--- src/rtl/bus_tx_ctrl.sv ---
// Transmit controller feeding a 4-bit tri-state bus driver.
// Buffers producer words and drives them with ack/timeout and idle gap.
module bus_tx_ctrl #(
   parameter int DEPTH   = 4,
   parameter int TIMEOUT = 8,
   parameter int GAP     = 1
) (
   input  logic                    clk,
   input  logic                    rst_n,
   input  logic [3:0]              in_data,
   input  logic                    in_valid,
   output logic                    in_ready,
   output logic [3:0]              bus_data,
   output logic                    bus_en,
   input  logic                    bus_ack,
   output logic                    tx_done,
   output logic                    tx_err,
   output logic [$clog2(DEPTH):0]  fifo_count
);

   localparam int AW = $clog2(DEPTH);
   localparam int WW = $clog2(TIMEOUT) + 1;
   localparam int GW = $clog2(GAP) + 1;
   localparam logic [AW:0]   FULL   = (AW + 1)'(DEPTH);
   localparam logic [WW-1:0] W_LAST = WW'(TIMEOUT - 1);
   localparam logic [GW-1:0] G_LAST = GW'(GAP - 1);

   typedef enum logic [1:0] {
      S_IDLE,
      S_DRIVE,
      S_GAP
   } state_t;

   state_t        state, state_n;
   logic [WW-1:0] wcnt, wcnt_n;
   logic [GW-1:0] gcnt, gcnt_n;
   logic [3:0]    data_n;
   logic          en_n, done_n, err_n;

   logic [3:0]    mem [DEPTH];
   logic [AW-1:0] wr_ptr, rd_ptr;
   logic          push, pop;

   assign in_ready = rst_n & (fifo_count != FULL);
   assign push     = in_valid & in_ready;
   assign pop      = (state == S_IDLE) & (fifo_count != '0);

   // FIFO storage, pointers (power-of-two wrap) and occupancy
   always_ff @(posedge clk or negedge rst_n) begin
      if (!rst_n) begin
         for (int i = 0; i < DEPTH; i++) mem[i] <= '0;
         wr_ptr     <= '0;
         rd_ptr     <= '0;
         fifo_count <= '0;
      end else begin
         if (push) begin
            mem[wr_ptr] <= in_data;
            wr_ptr      <= wr_ptr + 1'b1;
         end
         if (pop) rd_ptr <= rd_ptr + 1'b1;
         unique case ({push, pop})
            2'b10:   fifo_count <= fifo_count + 1'b1;
            2'b01:   fifo_count <= fifo_count - 1'b1;
            default: fifo_count <= fifo_count;
         endcase
      end
   end

   // State, counters and registered bus outputs
   always_ff @(posedge clk or negedge rst_n) begin
      if (!rst_n) begin
         state    <= S_IDLE;
         wcnt     <= '0;
         gcnt     <= '0;
         bus_en   <= 1'b0;
         bus_data <= '0;
         tx_done  <= 1'b0;
         tx_err   <= 1'b0;
      end else begin
         state    <= state_n;
         wcnt     <= wcnt_n;
         gcnt     <= gcnt_n;
         bus_en   <= en_n;
         bus_data <= data_n;
         tx_done  <= done_n;
         tx_err   <= err_n;
      end
   end

   // Next state and next registered outputs; bus released unless driving
   always_comb begin
      state_n = state;
      wcnt_n  = wcnt;
      gcnt_n  = gcnt;
      en_n    = 1'b0;
      data_n  = '0;
      done_n  = 1'b0;
      err_n   = 1'b0;
      unique case (state)
         S_IDLE: begin
            if (pop) begin
               state_n = S_DRIVE;
               en_n    = 1'b1;
               data_n  = mem[rd_ptr];
               wcnt_n  = '0;
            end
         end
         S_DRIVE: begin
            en_n   = 1'b1;
            data_n = bus_data;
            if (bus_ack) begin
               state_n = S_GAP;
               en_n    = 1'b0;
               data_n  = '0;
               done_n  = 1'b1;
               gcnt_n  = '0;
            end else if (wcnt == W_LAST) begin
               state_n = S_GAP;
               en_n    = 1'b0;
               data_n  = '0;
               err_n   = 1'b1;
               gcnt_n  = '0;
            end else begin
               wcnt_n = wcnt + 1'b1;
            end
         end
         S_GAP: begin
            if (gcnt == G_LAST) state_n = S_IDLE;
            else gcnt_n = gcnt + 1'b1;
         end
         default: state_n = S_IDLE;
      endcase
   end

endmodule

--- config.mk ---
export PLATFORM = sky130hd
export DESIGN_NAME = bus_tx_ctrl
export DESIGN_NICKNAME = d
export VERILOG_FILES = /design/src/rtl/bus_tx_ctrl.sv
export SDC_FILE = /design/constraint.sdc
export NUM_CORES = 1
export LEC_CHECK = 0
export CORE_ASPECT_RATIO = 2
export CORE_UTILIZATION = 55
export CTS_CLUSTER_DIAMETER = 150
export DETAILED_ROUTE_END_ITERATION = 10
export HOLD_SLACK_MARGIN = 0.08
export PLACE_DENSITY = 0.86
export SLEW_MARGIN = 20
export SYNTH_ARGS = -nofsm -noshare
export SYNTH_HDL_FRONTEND = slang
export SYNTH_SLANG_ARGS = --single-unit
--- constraint.sdc ---
create_clock -name clk -period 6.3 [get_ports clk]
set_input_delay 1.26 -clock clk [delete_from_list [all_inputs] [get_ports clk]]
set_output_delay 1.26 -clock clk [all_outputs]
set_load 0.05 [all_outputs]
==> summary.txt <==
Setup path
  • Top delay family on crit path: buffers and inverters
  • CP startpoint: rst_n
  • Endpoint type of the worst setup path: output pin
  • CP startpoint kind: input pin
  • Slowest CP cell: clkdlybuf4s50_1
  • Reg2Reg Capture Point: fifo_count[2]
  • Slowest Stage Delay on Critical Path: 810 ps
  • R2R Setup Slk: around 4000 ps
  • Crit Path Max Fanout: 42
  • Cell Chain, Critical Path: buf_2 > and2_1 > clkdlybuf4s50_1
  • R2R depth: 8
  • CP arrival: between 2000 and 3000 ps
  • Worst Path Buf+Inv: 2
  • Worst setup path class: in -> out
  • Crit Reg-Reg Startpoint: state[1]
  • Critical Path RT: about 5000 ps

Timing
  • Tmin final: 4250 ps
  • Final hold violations: 0
  • WHS: roughly 500 ps
  • Worst Tran Pin Value: around 850 ps
  • Fmax: 0.235 GHz
  • Crit share post-route: 67.4%
  • Setup_tns: 0 ps
  • Final setup vio count: 0
  • Pins Over Slew Limit: 0
  • Worst Skew: around 5.4 ps
  • RSZ-0062 raised after global routing: false
  • Relative slew slack: approximately 43%

Die
  • Die H: between 70 and 80 µm
  • IO Count: 19
  • Initial core utilization: 59.2%
  • Die width: roughly 41 µm
  • Total die area: around 3300 µm²
  • Core Region: 2800 µm²
  • Rows: 27

Pwr
  • Power Dens Cells: around 540 nW/µm²
  • Clock group share of total power: around 16%
  • Switching share of power: about 38%
  • LEAKAGE: just under 0.9 nW
  • Psw: 0.399 mW
  • Logic pwr share: about 45%
  • Max IR drop VDD: approximately 300 µV
  • Flop pwr share: 39.5%
  • P_int: between 0.6 and 0.7 mW

Logic synthesis
  • Synth Flop Type: dfrtp_1
  • Count of cell types in the netlist: 31
  • Syn nets: 135
  • Per-instance average area after synthesis: 13.8 µm²
  • Cells after Synth: 120
  • Synth Cell Area: 1660 µm²
  • Area contributors post-synth: dfrtp_1 54%, mux2_2 12%, mux4_2 5.4%
  • Synth warn: 0
  • Register area share after synthesis: a little over half
  • Flops & latches, synth: 36
  • Share of the synthesized area in the top cell type: a little over half
  • Most common cell in the netlist: dfrtp_1
  • Post-synth EDFFs: 0
  • Cell taking the most area after synthesis: dfrtp_1
  • Async S/R FF share, synth: 100%
  • Synth cell count leaders: 36 x dfrtp_1, 17 x mux2_2, 8 x inv_1

Clock tree
  • Clock Path Buffers: 2
  • Clock root cell: clkbuf_8
  • Setup Buffers After CTS: 0
  • TritonCTS Buffers: 5
  • CTS Hold Bufs: 0
  • Clock sink count: 36
  • CTS tree: done
  • Htree depth: 2
  • Clk_lat worst skew: around 280 ps
  • Post_cts resized: 0
  • Clock transition at the registers of the reported paths: around 60 ps

Global routing
  • First-pass GRT wire length: 4600 µm
  • GRT Total Usage: a little over a fifth
  • Gr ovfl total: 0
  • Vias in the first global route: 1006
  • Largest net degree at the start of global routing: 43
  • Initial antenna violation count: 0

Detailed routing
  • Total length of routed wires: between 2000 and 3000 µm
  • Antenna viol nets, final: 0
  • Met3 wire length: between 80 and 90 µm
  • 1st-iter DRT viols: 13
  • Met2 wire len: 1610 µm
  • Routed vias/inst: about 5.8
  • First-pass iteration count of the detailed router: 3
  • Met1 Wirelength: between 1000 and 1500 µm
  • Max layer used: met4
  • DRC violations left: 0
  • Vias: 1000
  • Avg WL per Cell: roughly 16 µm

Placement
  • DP HPWL: ~2100 µm
  • Placer's final routability congestion estimate: approximately 0.73
  • Number of buffers added on ports: 18
  • Placed cell area: 1860 µm²

Min path
  • Worst hold endpoint: mem[4]
  • Min-delay worst type: reg -> reg
  • Hold_sp: mem[4]
  • Hold depth: 1

Finish
  • Fin util: a little under 70%
  • Filler Cell Count: 203
  • # diodes: 0
  • Fin area: 1950 µm²
  • Layout cells sized above 1: 24.5%
  • Nets@finish: 157
  • Area Overhead vs Synth: 17.5%

Run
  • Max-capacitance violation count: 0

Run status
  • Status: finished clean
[routing by layer]
metal  up-vias  global-route usage [%]
li1        471                       -
met1       508                    24.5
met2        16                    34.7
met3         5                    6.69
met4         0                    9.00
met5         -                       0
[power groups by stage]
stage | Clock [mW] | Combinational, mW | Sequential [mW]
3_3_place_gp | 0 | 0.460 | 0.414
6_report | 0.165 | 0.476 | 0.419
4_1_cts | 0.170 | 0.482 | 0.420
5_1_grt | 0.179 | 0.518 | 0.437
2_1_floorplan | 0 | 0.304 | 0.474
3_5_place_dp | 0 | 0.480 | 0.424
[cell families after synthesis]
group | synth area share, %
AO/OA/AOI/OAI | 5.12
XOR/XNOR | 3.17
adder cells (fa/ha/maj) | 5.73
buffers and inverters | 2.49
flip-flops | 54.3
multiplexers | 20.3
AND/OR/NAND/NOR | 8.97
[sequential cells by signal, indices dropped and copies added (netlist names)]
name / count
bus_en: 1
rd_ptr: 2
fifo_count: 3
mem: 16
wcnt: 4
wr_ptr: 2
bus_data: 4
tx_err: 1
state: 2
tx_done: 1
[final cells by class]
cell class / count / area, µm² / share of cell area [%]
Tap cell: 29 / 36.3 / 1.86
Inverter: 8 / 30.0 / 1.54
Timing Repair Buffer: 18 / 175 / 8.98
Clock buffer: 8 / 90.1 / 4.62
Multi-Input combinational cell: 73 / 718 / 36.8
Sequential cell: 36 / 901 / 46.2
[layout by cell type (no fill, tap or decap)]
cell type | Yosys | layout
and3_4 | 1 | 1
mux2_4 | 1 | 1
clkbuf_8 | 0 | 6
nor2_2 | 1 | 1
nand4_1 | 4 | 4
nand2b_1 | 1 | 1
mux2_2 | 17 | 17
nor2_1 | 4 | 4
mux2i_1 | 4 | 4
ha_1 | 6 | 6
o32ai_1 | 1 | 1
nor3_1 | 3 | 3
clkdlybuf4s50_1 | 0 | 17
o22ai_1 | 2 | 2
nor2b_1 | 1 | 1
clkbuf_1 | 3 | 2
and3b_2 | 1 | 1
or2_2 | 1 | 1
or3b_4 | 1 | 1
o21ai_0 | 1 | 1
xnor2_1 | 2 | 2
inv_1 | 8 | 8
nand3_1 | 1 | 1
buf_2 | 0 | 1
mux4_2 | 4 | 4
o31ai_1 | 1 | 1
dfrtp_1 | 36 | 36
nor3b_1 | 2 | 2
nand2_1 | 1 | 1
and2_1 | 2 | 2
xor2_1 | 4 | 4
a22o_1 | 4 | 4
fa_1 | 1 | 1
o32ai_2 | 1 | 1
[how the worst max path moves through the flow]
| stage | slack (ps) | end | cells past startpoint |
|---|---|---|---|
| after detailed placement | 2010 | in_ready | 3 |
| after global routing | 1900 | in_ready | 3 |
| after floorplan | 3370 | in_ready | 1 |
| after CTS | 2010 | in_ready | 3 |
| after global placement | 2090 | in_ready | 3 |
| final | 2050 | in_ready | 3 |
[worst register-to-register path: stages, from the launching register on]
cell and delay [ps]:
dfrtp_1 390, or2_2 350, nor2_2 350, ha_1 270, inv_1 60, fa_1 370
xor2_1 150, nor2_1 120, xor2_1 150
[stage by stage]
step	cells	power [mW]	worst slack (ps)
floorplan	120	0.778	3370
global placement	164	0.875	2090
detailed placement	164	0.904	2010
CTS	172	1.07	2010
global route	172	1.13	1900
finish	172	1.06	2050
No activity file was read; power rests on OpenSTA's default activity.
